File: src/rtl/branch_cmp_unit.sv
`default_nettype none
// +------------------------------------------------------------------------+
// | Module   : branch_cmp_unit                                             |
// | Purpose  : Registered RV32I branch resolution with redirect PC,        |
// |            valid/ready output stage and saturating retire statistics.  |
// | Revision : 1.0  initial release                                        |
// +------------------------------------------------------------------------+
module branch_cmp_unit #(
  parameter int XLEN    = 32,
  parameter int CNT_W   = 16,
  parameter int PC_STEP = 4
) (
  input  logic            clk,
  input  logic            rst,
  input  logic            flush,
  input  logic            in_valid,
  output logic            in_ready,
  input  logic [2:0]      cmpop,
  input  logic [XLEN-1:0] rs1,
  input  logic [XLEN-1:0] rs2,
  input  logic [XLEN-1:0] pc,
  input  logic [XLEN-1:0] target,
  input  logic            pred_taken,
  output logic            out_valid,
  input  logic            out_ready,
  output logic            br_en,
  output logic            mispredict,
  output logic            illegal,
  output logic [XLEN-1:0] redirect_pc,
  output logic [CNT_W-1:0] br_count,
  output logic [CNT_W-1:0] mis_count
);

  localparam logic [XLEN-1:0]  c_pc_step = XLEN'(PC_STEP);
  localparam logic [CNT_W-1:0] c_cnt_one = CNT_W'(1);

  logic            w_eq;
  logic            w_lt_s;
  logic            w_lt_u;
  logic            w_br_en;
  logic            w_illegal;
  logic            w_mispredict;
  logic [XLEN-1:0] w_redirect_pc;
  logic            w_accept;
  logic            w_retire;

  logic             r_out_valid;
  logic             r_br_en;
  logic             r_mispredict;
  logic             r_illegal;
  logic [XLEN-1:0]  r_redirect_pc;
  logic [CNT_W-1:0] r_br_count;
  logic [CNT_W-1:0] r_mis_count;

  assign w_eq   = (rs1 == rs2);
  assign w_lt_s = ($signed(rs1) < $signed(rs2));
  assign w_lt_u = (rs1 < rs2);

  always_comb begin
    w_br_en   = 1'b0;
    w_illegal = 1'b0;
    case (cmpop)
      3'b000:  w_br_en = w_eq;
      3'b001:  w_br_en = !w_eq;
      3'b100:  w_br_en = w_lt_s;
      3'b101:  w_br_en = !w_lt_s;
      3'b110:  w_br_en = w_lt_u;
      3'b111:  w_br_en = !w_lt_u;
      default: w_illegal = 1'b1;
    endcase
  end

  // An illegal op never counts as a mispredict, whatever the prediction.
  assign w_mispredict  = !w_illegal && (w_br_en != pred_taken);
  assign w_redirect_pc = w_br_en ? target : (pc + c_pc_step);

  assign in_ready = !r_out_valid || out_ready;
  assign w_accept = in_valid && in_ready && !flush;
  assign w_retire = r_out_valid && out_ready && !flush;

  always_ff @(posedge clk or posedge rst) begin
    if (rst) begin
      r_out_valid   <= 1'b0;
      r_br_en       <= 1'b0;
      r_mispredict  <= 1'b0;
      r_illegal     <= 1'b0;
      r_redirect_pc <= '0;
      r_br_count    <= '0;
      r_mis_count   <= '0;
    end else begin
      if (flush) begin
        r_out_valid <= 1'b0;
      end else if (w_accept) begin
        r_out_valid <= 1'b1;
      end else if (r_out_valid && out_ready) begin
        r_out_valid <= 1'b0;
      end

      if (w_accept) begin
        r_br_en       <= w_br_en;
        r_mispredict  <= w_mispredict;
        r_illegal     <= w_illegal;
        r_redirect_pc <= w_redirect_pc;
      end

      // Counters see the retiring (held) result, not the one being loaded.
      if (w_retire) begin
        if (!r_illegal && !(&r_br_count)) begin
          r_br_count <= r_br_count + c_cnt_one;
        end
        if (r_mispredict && !(&r_mis_count)) begin
          r_mis_count <= r_mis_count + c_cnt_one;
        end
      end
    end
  end

  assign out_valid   = r_out_valid;
  assign br_en       = r_br_en;
  assign mispredict  = r_mispredict;
  assign illegal     = r_illegal;
  assign redirect_pc = r_redirect_pc;
  assign br_count    = r_br_count;
  assign mis_count   = r_mis_count;

endmodule
`default_nettype wire

File: config.mk
export PLATFORM = sky130hd
export DESIGN_NAME = branch_cmp_unit
export DESIGN_NICKNAME = d
export VERILOG_FILES = /design/src/rtl/branch_cmp_unit.sv
export SDC_FILE = /design/constraint.sdc
export NUM_CORES = 1
export LEC_CHECK = 0
export ABC_AREA = 1
export BUFFER_PORTS_ARGS = -buffer_cell sky130_fd_sc_hd__buf_2
export CAP_MARGIN = 20
export CORE_MARGIN = 5
export CORE_UTILIZATION = 53
export CTS_CLUSTER_DIAMETER = 80
export CTS_CLUSTER_SIZE = 30
export DETAILED_ROUTE_END_ITERATION = 12
export GPL_TIMING_DRIVEN = 0
export PLACE_DENSITY = 0.91
export SLEW_MARGIN = 20
export SYNTH_ARGS = -nofsm -noshare
export SYNTH_HDL_FRONTEND = slang
export SYNTH_SLANG_ARGS = --single-unit
File: constraint.sdc
create_clock -name clk -period 2.8 [get_ports clk]
set_input_delay 0.14 -clock clk [delete_from_list [all_inputs] [get_ports clk]]
set_output_delay 0.14 -clock clk [all_outputs]
set_load 0.03 [all_outputs]
# Word-level counts from Yosys, hierarchy flattened
# Cells that the tools add are included.
# word_totals
output_inout_bits	69
ff_bits	68
# classes
magnitude_cmp	2
n_eq_ne	7
n_addsub	3
n_mux	6
reduce_logical	23
# op_table
cell	count
less-than comparator 32 bit	2
adder 16 x 1 -> 16 bit, second input constant	2
adder 32 x 3 -> 32 bit, second input constant	1
equality test 32 bit	1
2-to-1 mux 32 bit	1
AND reduction 16 bit	2
equality test 3 bit, second input constant	4
zero test 1 bit	8
logical AND 1 bit	7
case mux 1 bit (6 select lines)	1
OR reduction 6 bit	1
2-to-1 mux 1 bit	4
AND reduction 2 bit	2
equality test 3 x 1 -> 1 bit, second input constant	1
zero test 3 bit	1
nonzero test 3 bit	1
logical OR 1 bit	1
inequality test 1 bit	1

# Longest topological paths before layout
# depth
word_depth	6
mapped_depth	23
mapped_depth_nobuf	22

# Least setup slack after synthesis
# Ideal clock, no wire load.
# synth_path
kind	flip-flop to flip-flop
from	reg r_mis_count[0] (netlist: mis_count[0])
to	reg r_mis_count[15] (netlist: mis_count[15])
path_slack_ps	847
synth_period_minus_slack_ps	1953
setup_ps	134
arrival_time_ps	1819
required_time_ps	2666
path_buffers	0
path_stages_with_launch	11
path_cell_list	dfrtp_1 -> ha_1 -> inv_1 -> nor3_1 -> nand4_1 -> nand3_2 -> nor3_2 -> nand3_1 -> nor2_1 -> nand3_1 -> xnor2_1
# synth_between
elab_chain_len	4
# synth_lines
item	line	text
start: declaration	53	logic [CNT_W-1:0] r_mis_count;
start signal: assignment	112	r_mis_count <= r_mis_count + c_cnt_one;
parallel branches: the longest is 4 deep, another holds adder 16 x 1 -> 16 bit	n/a	
# Parallel ways; which one is timed is not known.
# A chain may end at the register's enable or synchronous reset.

# Final worst setup path
# layout_path
from	reg r_mis_count[0] (netlist: mis_count[0])
to	reg r_mis_count[14] (netlist: mis_count[14])
# Same word-level chain as after synthesis.

==> results.json <==
{
  "timing.final.crit_period_ns": 2.09,
  "power.density_nw_per_um2": 467,
  "cts.clk_slew.worst_paths_ns": 0.08,
  "worstMarginPinSlew_ns": 0.862,
  "grt_overflow_total": 0,
  "worstSetupStartpoint": "mis_count[0]",
  "maxClockFrequency_ghz": 0.478,
  "slew_headroom_pct": 42.1,
  "cts_root_buf": "clkbuf_8",
  "synth_top_area_share_pct": 33.8,
  "dieArea_um2": 11500,
  "drt_first_iter_violations": 198,
  "min-delay-start": "pred_taken",
  "tns_ns": 0,
  "ys_seq_area_share_pct": 33.8,
  "dr_total_vias": 5079,
  "synth.avg_cell_area_um2": 7.23,
  "initial_utilization_pct": 54.5,
  "syn-num-nets": 868,
  "crit_family": "simple AND/OR/NAND/NOR gates",
  "placementRows": 35,
  "worstPathArrival_ns": 2.35,
  "post_synth_num_cell_types": 37,
  "insertion_delay_ns": 0.33,
  "gp_congestion": 0.909,
  "antenna_found_initial": 1,
  "first_pass_iters": 4,
  "cts_tree": "built",
  "grt_pass1_wl_mm": 21.6,
  "yosysWarnings": 0,
  "fin_area_um2": 6440,
  "cp.required_ns": 3.06,
  "insertedDiodeCount": 0,
  "wire_per_inst_um": 12.3,
  "final_cell_mix": "nand2_1 (213), buf_2 (208), inv_1 (123)",
  "end_kind": "flip-flop",
  "min_path_cells": 4,
  "timing.rr.end": "mis_count[14]",
  "cts_setup_buffers": 0,
  "synth_seq_cells": 68,
  "hold_violations": 0,
  "cts.sinks": 68,
  "critical_path_class": "reg -> reg",
  "cpMaxStageDelayCell": "dfrtp_1",
  "peakVddDrop_mv": 0.406,
  "layout_commonest_cell": "nand2_1",
  "grtUsageTotal_pct": 22.6,
  "wl_mm": 12.9,
  "rsz0062_at_grt": "no",
  "crit_top_cell": "nor3_1",
  "via_per_inst": 4.84,
  "r2r_start": "mis_count[0]",
  "fin_skew_ns": 0.0108,
  "maxCapViolCount": 0,
  "setup_violations": 0,
  "layout-drive-gt1-share_pct": 28.5,
  "ios": 206,
  "min_to": "mispredict",
  "leakagePower_nw": 3.89,
  "fin_nets": 1087,
  "grt_max_degree": 53,
  "slowest_delay_ns": 0.44,
  "syn-instance-count": 696,
  "finalCritPeriodShare_pct": 74.8,
  "hp-class": "in -> reg",
  "core_um2": 9240,
  "r2r_slack_ns": 0.71,
  "critPathLaunchType": "flip-flop",
  "netlist_area_um2": 5030,
  "cts_htree_levels": 3,
  "dpl.hpwl_mm": 10.9,
  "syn2layout_area_growth_pct": 28.0,
  "status": "finished, final reports clean",
  "grt_pass1_vias": 4989,
  "die_y_um": 107,
  "route.detailed.drc": 0,
  "crit_chain": "ha_1, inv_1, nor3_1, nand4_1, nand3_2, nor3_1, nand2_1, nor3_2, xor2_1",
  "ys_top_cells_by_area": "dfrtp_1 (34%), nand2_1 (16%), inv_1 (9.2%), ha_1 (8.7%), xor2_1 (7.0%)",
  "place_area_um2": 6250,
  "worst-path-buf-inv": 1,
  "numCtsBuffers": 9,
  "portBuffers": 205,
  "slew_viol_final": 0,
  "synth_top_area_cell": "dfrtp_1",
  "die_width_um": 107,
  "clockBufferDepth": 2,
  "crit_fanout": 6,
  "final_antenna_net_count": 0,
  "ff2ff_path_depth": 9
}
synth_stat cells:
cell / instances
o21ai_0: 5
nor3b_2: 2
a21oi_1: 16
nand2_4: 2
nor4_1: 6
nor2_2: 5
clkbuf_1: 4
inv_2: 3
a21oi_2: 1
buf_2: 3
xnor2_1: 16
nor3_2: 2
nor3_1: 15
mux2_2: 2
o21ai_2: 1
nand4_1: 17
a21o_1: 1
a31oi_1: 2
nand3b_1: 1
ha_1: 35
buf_4: 3
buf_6: 3
nand3_2: 2
nor3b_1: 1
nor3_4: 1
nand2_1: 213
nand3_1: 54
nor2_1: 35
nand4_2: 1
inv_1: 124
xor2_1: 40
nand2_2: 7
and3_1: 1
dfrtp_1: 68
nor2_8: 1
o21a_1: 2
or3_1: 1
flip-flops by register name, indices dropped and copies added, names as in the netlist:
signal       cells
redirect_pc     32
br_en            1
br_count        16
mispredict       1
illegal          1
out_valid        1
mis_count       16
layout make-up:
cell class | count | area, µm²
fill | 802 | 2800
multi-input combinational | 488 | 2770
sequential | 68 | 1700
timing repair buffer | 208 | 1070
inverter | 127 | 479
tap | 129 | 161
clock buffer | 9 | 124
buffer | 13 | 86.3
clock inverter | 7 | 48.8
report_power, final:
part	total [mW]	switching (mW)	internal [mW]	leakage (nW)
Sequential	1.22	0.101	1.12	0.863
Combinational	1.07	0.693	0.372	2.93
Clock	0.722	0.397	0.325	0.0898
tightest hold or removal path, delay by kind of cell:
kind | cells | cell delay (ns)
buf+inv | 1 | 0.09
simple gates | 3 | 0.15
kinds of logic after synthesis:
logic type | after synthesis | synth area share [%]
flops | 68 | 33.8
buf+inv | 140 | 11.2
fa+ha+maj | 35 | 8.70
compound gates | 28 | 3.13
simple gates | 367 | 33.0
mux | 2 | 0.448
xor+xnor | 56 | 9.75
per-stage QoR:
step                util (%)  hold WS (ns)  power (mW)  setup slack, ns  cells
floorplan                  -         0.203        1.92            0.847    696
global placement        67.3         0.326        2.27            0.117   1030
detailed placement      67.6        0.0880        2.31            0.602   1031
CTS                     69.7        0.0632        3.05            0.715   1049
global route            69.7        0.0952        3.23            0.483   1049
finish                  69.7        0.0913        3.01            0.707   1049
timing repair:
item	CTS	global route
gates resized for setup	0	0
hold buffers	2	0
hold endpoints to repair	17	0
worst max-delay path by stage:
stage | to | slack, ns | cells past startpoint
2_1_floorplan | mis_count[15] | 0.85 | 10
4_1_cts | mis_count[14] | 0.71 | 9
3_5_place_dp | redirect_pc[9] | 0.60 | 16
5_1_grt | br_count[14] | 0.48 | 10
3_3_place_gp | redirect_pc[1] | 0.12 | 2
6_report | mis_count[14] | 0.71 | 9
routing by layer:
metal  wire length, µm  GRT usage (%)  vias up
met5                 7              0        -
met2              6370           39.9      154
met4               222           5.32        2
li1                  -              -     2608
met3               979           6.06       23
met1              5340           27.5     2292
No activity file was read; power rests on OpenSTA's default activity.
